[src/rtl/ps2_rx_if.sv]
// PS/2 receiver bus: debounced PS/2 lines in, received byte and status strobes out.
// The master side drives the PS/2 lines; the receiver core is the slave.
interface ps2_rx_if;
    logic       ps2_clk;
    logic       ps2_data;
    logic [7:0] rx_data;
    logic       rx_valid;
    logic       rx_err;
    logic       busy;

    modport master (
        output ps2_clk,
        output ps2_data,
        input  rx_data,
        input  rx_valid,
        input  rx_err,
        input  busy
    );

    modport slave (
        input  ps2_clk,
        input  ps2_data,
        output rx_data,
        output rx_valid,
        output rx_err,
        output busy
    );
endinterface

[src/rtl/ps2_rx.sv]
// PS/2 device-to-host frame receiver: start, 8 data bits LSB first, odd parity, stop.
// Partial frames are aborted after TIMEOUT clk cycles without a PS/2 clock falling edge.
module ps2_rx #(
    parameter int TIMEOUT = 50000,
    parameter int TO_W    = 16
) (
    input  logic     clk,
    input  logic     rst,
    ps2_rx_if.slave  bus
);

    typedef enum logic [1:0] {IDLE, DATA, PARITY, STOP} state_t;

    localparam logic [TO_W-1:0] TIMER_LAST = TO_W'(TIMEOUT - 1);

    state_t          state_q,    state_d;
    logic            clk_q,      clk_d;
    logic [2:0]      bit_cnt_q,  bit_cnt_d;
    logic [TO_W-1:0] timer_q,    timer_d;
    logic [7:0]      shift_q,    shift_d;
    logic            parity_q,   parity_d;
    logic [7:0]      rx_data_q,  rx_data_d;
    logic            rx_valid_q, rx_valid_d;
    logic            rx_err_q,   rx_err_d;

    logic f_edge;
    logic timeout;

    assign f_edge  = clk_q & ~bus.ps2_clk;
    // A falling edge in the same cycle as the timeout wins, so the frame keeps going.
    assign timeout = (state_q != IDLE) && !f_edge && (timer_q == TIMER_LAST);

    always_comb begin
        state_d    = state_q;
        clk_d      = bus.ps2_clk;
        bit_cnt_d  = bit_cnt_q;
        timer_d    = timer_q;
        shift_d    = shift_q;
        parity_d   = parity_q;
        rx_data_d  = rx_data_q;
        rx_valid_d = 1'b0;
        rx_err_d   = 1'b0;

        if (state_q == IDLE || f_edge) begin
            timer_d = '0;
        end else if (timer_q != '1) begin
            timer_d = timer_q + TO_W'(1);
        end

        case (state_q)
            IDLE: begin
                if (f_edge && !bus.ps2_data) begin
                    state_d   = DATA;
                    bit_cnt_d = 3'd0;
                    shift_d   = 8'h00;
                end
            end
            DATA: begin
                if (f_edge) begin
                    shift_d   = {bus.ps2_data, shift_q[7:1]};
                    bit_cnt_d = bit_cnt_q + 3'd1;
                    if (bit_cnt_q == 3'd7) begin
                        state_d = PARITY;
                    end
                end
            end
            PARITY: begin
                if (f_edge) begin
                    parity_d = bus.ps2_data;
                    state_d  = STOP;
                end
            end
            STOP: begin
                if (f_edge) begin
                    state_d = IDLE;
                    if ((^shift_q ^ parity_q) && bus.ps2_data) begin
                        rx_data_d  = shift_q;
                        rx_valid_d = 1'b1;
                    end else begin
                        rx_err_d = 1'b1;
                    end
                end
            end
            default: state_d = IDLE;
        endcase

        if (timeout) begin
            state_d  = IDLE;
            timer_d  = '0;
            rx_err_d = 1'b1;
        end
    end

    always_ff @(posedge clk) begin
        if (rst) begin
            state_q    <= IDLE;
            clk_q      <= 1'b1;
            bit_cnt_q  <= 3'd0;
            timer_q    <= '0;
            shift_q    <= 8'h00;
            parity_q   <= 1'b0;
            rx_data_q  <= 8'h00;
            rx_valid_q <= 1'b0;
            rx_err_q   <= 1'b0;
        end else begin
            state_q    <= state_d;
            clk_q      <= clk_d;
            bit_cnt_q  <= bit_cnt_d;
            timer_q    <= timer_d;
            shift_q    <= shift_d;
            parity_q   <= parity_d;
            rx_data_q  <= rx_data_d;
            rx_valid_q <= rx_valid_d;
            rx_err_q   <= rx_err_d;
        end
    end

    assign bus.rx_data  = rx_data_q;
    assign bus.rx_valid = rx_valid_q;
    assign bus.rx_err   = rx_err_q;
    assign bus.busy     = (state_q != IDLE);

endmodule

[src/flat_wrapper.sv]
// flat-port wrapper written by rule: the top's interface ports become plain ports
module ps2_rx_flat 
#(
    parameter int TIMEOUT = 50000,
    parameter int TO_W    = 16
)
  (clk, rst, bus_ps2_clk, bus_ps2_data, bus_rx_data, bus_rx_valid, bus_rx_err, bus_busy);
  ps2_rx_if bus_i ();
  input  logic clk;
  input  logic rst;
  input wire logic [$bits(bus_i.ps2_clk)-1:0] bus_ps2_clk;
  input wire logic [$bits(bus_i.ps2_data)-1:0] bus_ps2_data;
  output wire logic [$bits(bus_i.rx_data)-1:0] bus_rx_data;
  output wire logic [$bits(bus_i.rx_valid)-1:0] bus_rx_valid;
  output wire logic [$bits(bus_i.rx_err)-1:0] bus_rx_err;
  output wire logic [$bits(bus_i.busy)-1:0] bus_busy;
  assign bus_i.ps2_clk = bus_ps2_clk;
  assign bus_i.ps2_data = bus_ps2_data;
  assign bus_rx_data = bus_i.rx_data;
  assign bus_rx_valid = bus_i.rx_valid;
  assign bus_rx_err = bus_i.rx_err;
  assign bus_busy = bus_i.busy;
  ps2_rx #(.TIMEOUT(TIMEOUT), .TO_W(TO_W)) u_core (.clk(clk), .rst(rst), .bus(bus_i));
endmodule
[config.mk]
export PLATFORM = sky130hd
export DESIGN_NAME = ps2_rx_flat
export DESIGN_NICKNAME = d
export VERILOG_FILES = /design/src/rtl/ps2_rx_if.sv /design/src/rtl/ps2_rx.sv /design/src/flat_wrapper.sv
export SDC_FILE = /design/constraint.sdc
export NUM_CORES = 1
export LEC_CHECK = 0
export CORE_MARGIN = 2
export CORE_UTILIZATION = 40
export CTS_CLUSTER_SIZE = 20
export DETAILED_ROUTE_END_ITERATION = 8
export HOLD_SLACK_MARGIN = 0.1
export SLEW_MARGIN = 0
export SYNTH_ARGS = -nofsm -noshare
export SYNTH_HDL_FRONTEND = slang
export SYNTH_SLANG_ARGS = --single-unit
[constraint.sdc]
create_clock -name clk -period 1.8 [get_ports clk]
set_input_delay 0.36 -clock clk [delete_from_list [all_inputs] [get_ports clk]]
set_output_delay 0.36 -clock clk [all_outputs]
set_load 0.05 [all_outputs]
### Word-level counts from Yosys, hierarchy flattened

Index checks and enable logic that the tools add are counted.

* register bits: 41
* input bits: 4
* output and inout port bits: 11
* word-level logic and storage cells: 62

* add/subtract/negate cells: 2
* eq/ne operators: 11
* multiplexer cells: 17
* bitwise logic cells: 5
* reduce and logical (&&, ||, !) cells: 18

Operator list (count)
* 16-bit by 1-bit adder with 16-bit output (second input constant): 1
* 16-bit == test (second input constant): 1
* 8-bit 2-to-1 mux: 2
* 16-bit inequality test (second input constant): 1
* 8-bit case mux with 2 select lines: 1
* 2-bit 2-to-1 mux: 5
* 2-bit by 1-bit inequality test with 1-bit output (second input constant): 4
* 2-bit case mux with 4 select lines: 1
* 8-bit XOR reduction: 1
* 3-bit 2-to-1 mux: 2
* 3-bit case mux with 2 select lines: 1
* 3-bit AND reduction: 2
* 3-bit OR reduction: 2
* 1-bit 2-to-1 mux: 5
* 5-bit AND reduction: 1
* 2-bit == test (second input constant): 2
* 1-bit logical AND: 4
* 2-bit nonzero test: 2
* 3-bit by 1-bit adder with 3-bit output (second input constant): 1
* 3-bit == test (second input constant): 1
* 1-bit NOT: 3
* 2-bit by 1-bit == test with 1-bit output (second input constant): 1
* 1-bit logical NOT: 2
* 2-bit logical NOT: 1
* 6 further kinds: 6

### Longest topological paths before layout

* depth after elaboration: 7
* gate-level depth with buffers: 8
* depth with buffers taken out: 6

### Worst setup path after synthesis

Ideal clock, no wire load.

* kind: register to register
* from: reg u_core.state_q[0]
* to: reg u_core.timer_q[6]
* library setup time: 86 ps
* arrival time: 1641 ps
* required time: 1714 ps
* path slack: 74 ps
* cell stages (with the launch flop): 8
* path buffers: 2
* period minus slack after synthesis: 1726 ps
* path through: dfxtp_1 inv_1 ha_1 clkbuf_1 nor3_2 nand2_1 clkbuf_1 a211oi_1

* longest elaborated chain between the ends: 4
* elaborated cells on any way between the ends: 6
* those cells by class: 6 x reduce/logical

RTL lines
* start: declaration: line ps2_rx.sv:16 `state_t state_q, state_d;`
* start signal: assignment: line ps2_rx.sv:106 `state_q <= state_d;`
* 2-bit nonzero test: line ps2_rx.sv:31 `assign timeout = (state_q != IDLE) && !f_edge && (timer_q == TIMER_LAST);`
* 1-bit logical AND (2 in a row): line ps2_rx.sv:31
* 3-bit OR reduction (no source line) (*)
* end signal: assignment: line ps2_rx.sv:109 `timer_q <= timer_d;`
* end: declaration: line ps2_rx.sv:19 `logic [TO_W-1:0] timer_q, timer_d;`

Every way passes the cells marked *; elsewhere a longest branch is shown, timed or not.
A chain may end at the register's enable or synchronous reset.

### Worst setup path in the final report

* from: reg u_core.state_q[0]
* to: out bus_busy

* longest elaborated chain between the ends: 1

RTL lines
* 2-bit nonzero test: line ps2_rx.sv:121 `assign bus.busy = (state_q != IDLE);`
* end: declaration: line flat_wrapper.sv:16 `output wire logic [$bits(bus_i.busy)-1:0] bus_busy;`

No other way between the ends.

==> results.yml <==
outcome:
  status: "finished clean"
power_and_ir_drop:
  powerDensity_nw_per_um2: 811
  leakage_uw: 0.000992
  p_sw_share_pct: 29.5
  power_frac_seq_pct: 44.9
  power_uw: 2160
  p_comb_share_pct: 28.5
  switchingPower_uw: 635
  pwr-share-clk_pct: 26.6
  ir_drop_uv: 671
  p_int_uw: 1520
clock_network:
  post-cts-setup-buffer-count: 0
  cts_root_buf: "clkbuf_8"
  cts_tree: "done"
  cts_buffers: 5
  ctsHoldBuffers: 0
  htree_levels: 2
  clock_tree.buffer_depth: 2
  cts_sinks: 41
  clk_pin_slew_worst_paths_ns: 0.08
  clock_latency_ns: 0.29
yosys:
  yosys-top-cells-area: "dfxtp_1 (38%), mux2i_1 (7.5%), nand2b_1 (5.0%)"
  yosysWarnings: 0
  syn-instance-count: 231
  yosys_most_used_dff: "dfxtp_1"
  syn_avg_cell_area_sq_um: 9.24
  synth_area_sq_um: 2130
  yosys.area.top_type: "dfxtp_1"
  syn-num-nets: 242
  synth_seq_cells: 41
  async_flop_share_pct: 0
  synth_edf_count: 0
  yosysUniqueCellTypes: 47
  ys_seq_area_share_pct: 38.5
  yosysTopAreaCellShare_pct: 38.5
setup_path:
  critPathKind: "reg2out"
  cp-start-kind: "flip-flop"
  arrival_ns: 1.37
  critical_path_required_ns: 1.44
  end_kind: "primary output"
  ff2ff_path_depth: 5
  cp_max_fo: 7
sta:
  grt_setup_unrepaired: "no"
  setup_slack_ns: 0.0749
  finalClockSkew_ns: 0.00561
  hold_viol: 0
  maxSlewViolCount: 0
  setup_violations: 0
  fmax_ghz: 0.580
  max_slew_margin_pct: 78.3
  post-route-period-util_pct: 95.8
  period_needed_ns: 1.73
  worst_pin_slew_ns: 0.321
route:
  wl_per_cell_microns: 12.9
  ant_nets: 0
  drt-pass1-iter-count: 4
  wl_microns: 4420
  via_per_inst: 5.17
  drtIter0Drc: 99
  vias: 1773
  drc_errors: 0
placement:
  portBuffers: 14
  gp_congestion: 0.848
  place_ws_ns: -0.252
  dp_hpwl_microns: 3200
global_route:
  grt.met3_usage_pct: 4.47
  first_global_vias: 1728
  grt_max_degree: 34
  grt_pass1_wl_microns: 8090
  antenna_found_initial: 0
  busiest_layer: "met2"
  grt_overflow_total: 0
  grt.total_usage_pct: 16.9
  use_met2_pct: 24.4
  grt_use_met1_pct: 24.3
floorplanning:
  coreArea_sq_um: 5140
  die_h_microns: 77.0
  die_w_microns: 77.0
  start_util_pct: 41.5
  boundaryPins: 15
  dieArea_sq_um: 5930
  core.rowCount: 26
layout:
  n_fill_cell: 511
  diodes: 0
  nNetsFinal: 283
  final_util_pct: 51.7
  area_delta_synth_final_pct: 24.6
  final_layout_size_suffix_gt1_share_pct: 23.1
flow_run:
  drv_cap: 0
worst_hold_path:
  whs_path_depth: 3
  min_path_type: "in2reg"
-- power by group through the flow --
stage / combinational [uW] / sequential, uW / clock, uW
4_1_cts: 571 / 963 / 607
3_3_place_gp: 564 / 981 / 0
2_1_floorplan: 327 / 979 / 0
5_1_grt: 668 / 970 / 646
6_report: 614 / 967 / 574
3_5_place_dp: 569 / 982 / 0
-- repair_timing --
item / 4_1_cts / 5_1_grt
gates resized for setup: 1 / 7
setup endpoints to repair: 1 / 9
pin swaps: 0 / 3
-- per-stage QoR --
stage / hold WS, ns / instances / setup TNS, ns / instance area (sq um)
6_report: 0.401 / 343 / 0 / 2660
2_1_floorplan: 0.467 / 231 / 0 / 2130
3_3_place_gp: 0.460 / 335 / -2.66 / 2550
3_5_place_dp: 0.460 / 335 / -2.76 / 2550
5_1_grt: 0.425 / 343 / 0 / 2660
4_1_cts: 0.480 / 343 / 0 / 2640
-- state kept, by name, indices dropped and copies added (netlist names), 2 cells and up --
signal	flops
u_core.shift_q	8
u_core.bit_cnt_q	3
u_core.timer_q	16
u_core.bus.rx_data	8
u_core.state_q	2
-- final timing paths --
path	to	start	slack, ns
worst max-delay path	bus_busy	u_core.state_q[0]	0.07
worst min register to register	u_core.bus.rx_data[1]	u_core.bus.rx_data[1]	0.48
worst max register to register	u_core.bus.rx_data[0]	u_core.shift_q[7]	0.10
worst min-delay path	u_core.clk_q	bus_ps2_clk	0.40
-- placed cells by master (no fill, tap or decap), types with 5 or more instances in the layout --
cell type	count
nand3_1	9
nand2b_1	17
ha_1	7
mux2i_1	15
nand2_1	12
inv_1	5
nand3b_1	5
a21oi_1	10
nor2_1	16
buf_4	38
dfxtp_1	39
clkbuf_8	5
o21ai_0	5
a22oi_1	10
-- critical path: stages, from the launching register on --
cell	delay [ns]
dfxtp_2	0.35
inv_1	0.05
buf_4	0.13
ha_1	0.20
buf_4	0.16
inv_2	0.06
buf_12	0.13
-- cell usage after synthesis (2+ instances only) --
cell type / number
nand3b_1: 5
inv_1: 6
nor2_1: 16
nand3_1: 10
and4_1: 3
o31ai_1: 4
nor2b_1: 4
o21ai_1: 2
nand2_1: 12
or2_2: 2
clkbuf_1: 9
a22oi_1: 10
nand2b_1: 17
nor4_1: 3
a21oi_1: 10
dfxtp_1: 41
nor3_2: 3
and3_1: 4
nand4_1: 4
mux2i_1: 16
o21ai_0: 5
xnor2_1: 3
ha_1: 7
or3_1: 4
a31oi_1: 3
or4_1: 4
nor3_1: 4
-- final cells by class --
type | instances | area [sq um] | area share, %
clock buffers | 6 | 72.6 | 2.73
multi-input cells | 174 | 1260 | 47.6
flip-flops and latches | 41 | 823 | 31.0
clock inverters | 2 | 10.0 | 0.377
well taps | 70 | 87.6 | 3.30
repair buffers | 44 | 378 | 14.2
inverters | 6 | 22.5 | 0.847
-- layer usage --
metal	routed length, microns	share of wire (%)
met1	2310	52
met4	36	0.81
met2	1930	44
met5	0	0
met3	139	3.1
-- cell families after synthesis --
family                   count (synthesis)  share of synthesized area [%]
flip-flops                              41                           38.5
AO/OA/AOI/OAI                           40                           12.3
XOR/XNOR                                 7                           4.93
AND/OR/NAND/NOR                        103                           28.4
adder cells (fa/ha/maj)                  7                           4.11
buffers and inverters                   16                           3.17
multiplexers                            17                           8.56
(Power assumes the default switching activity.)
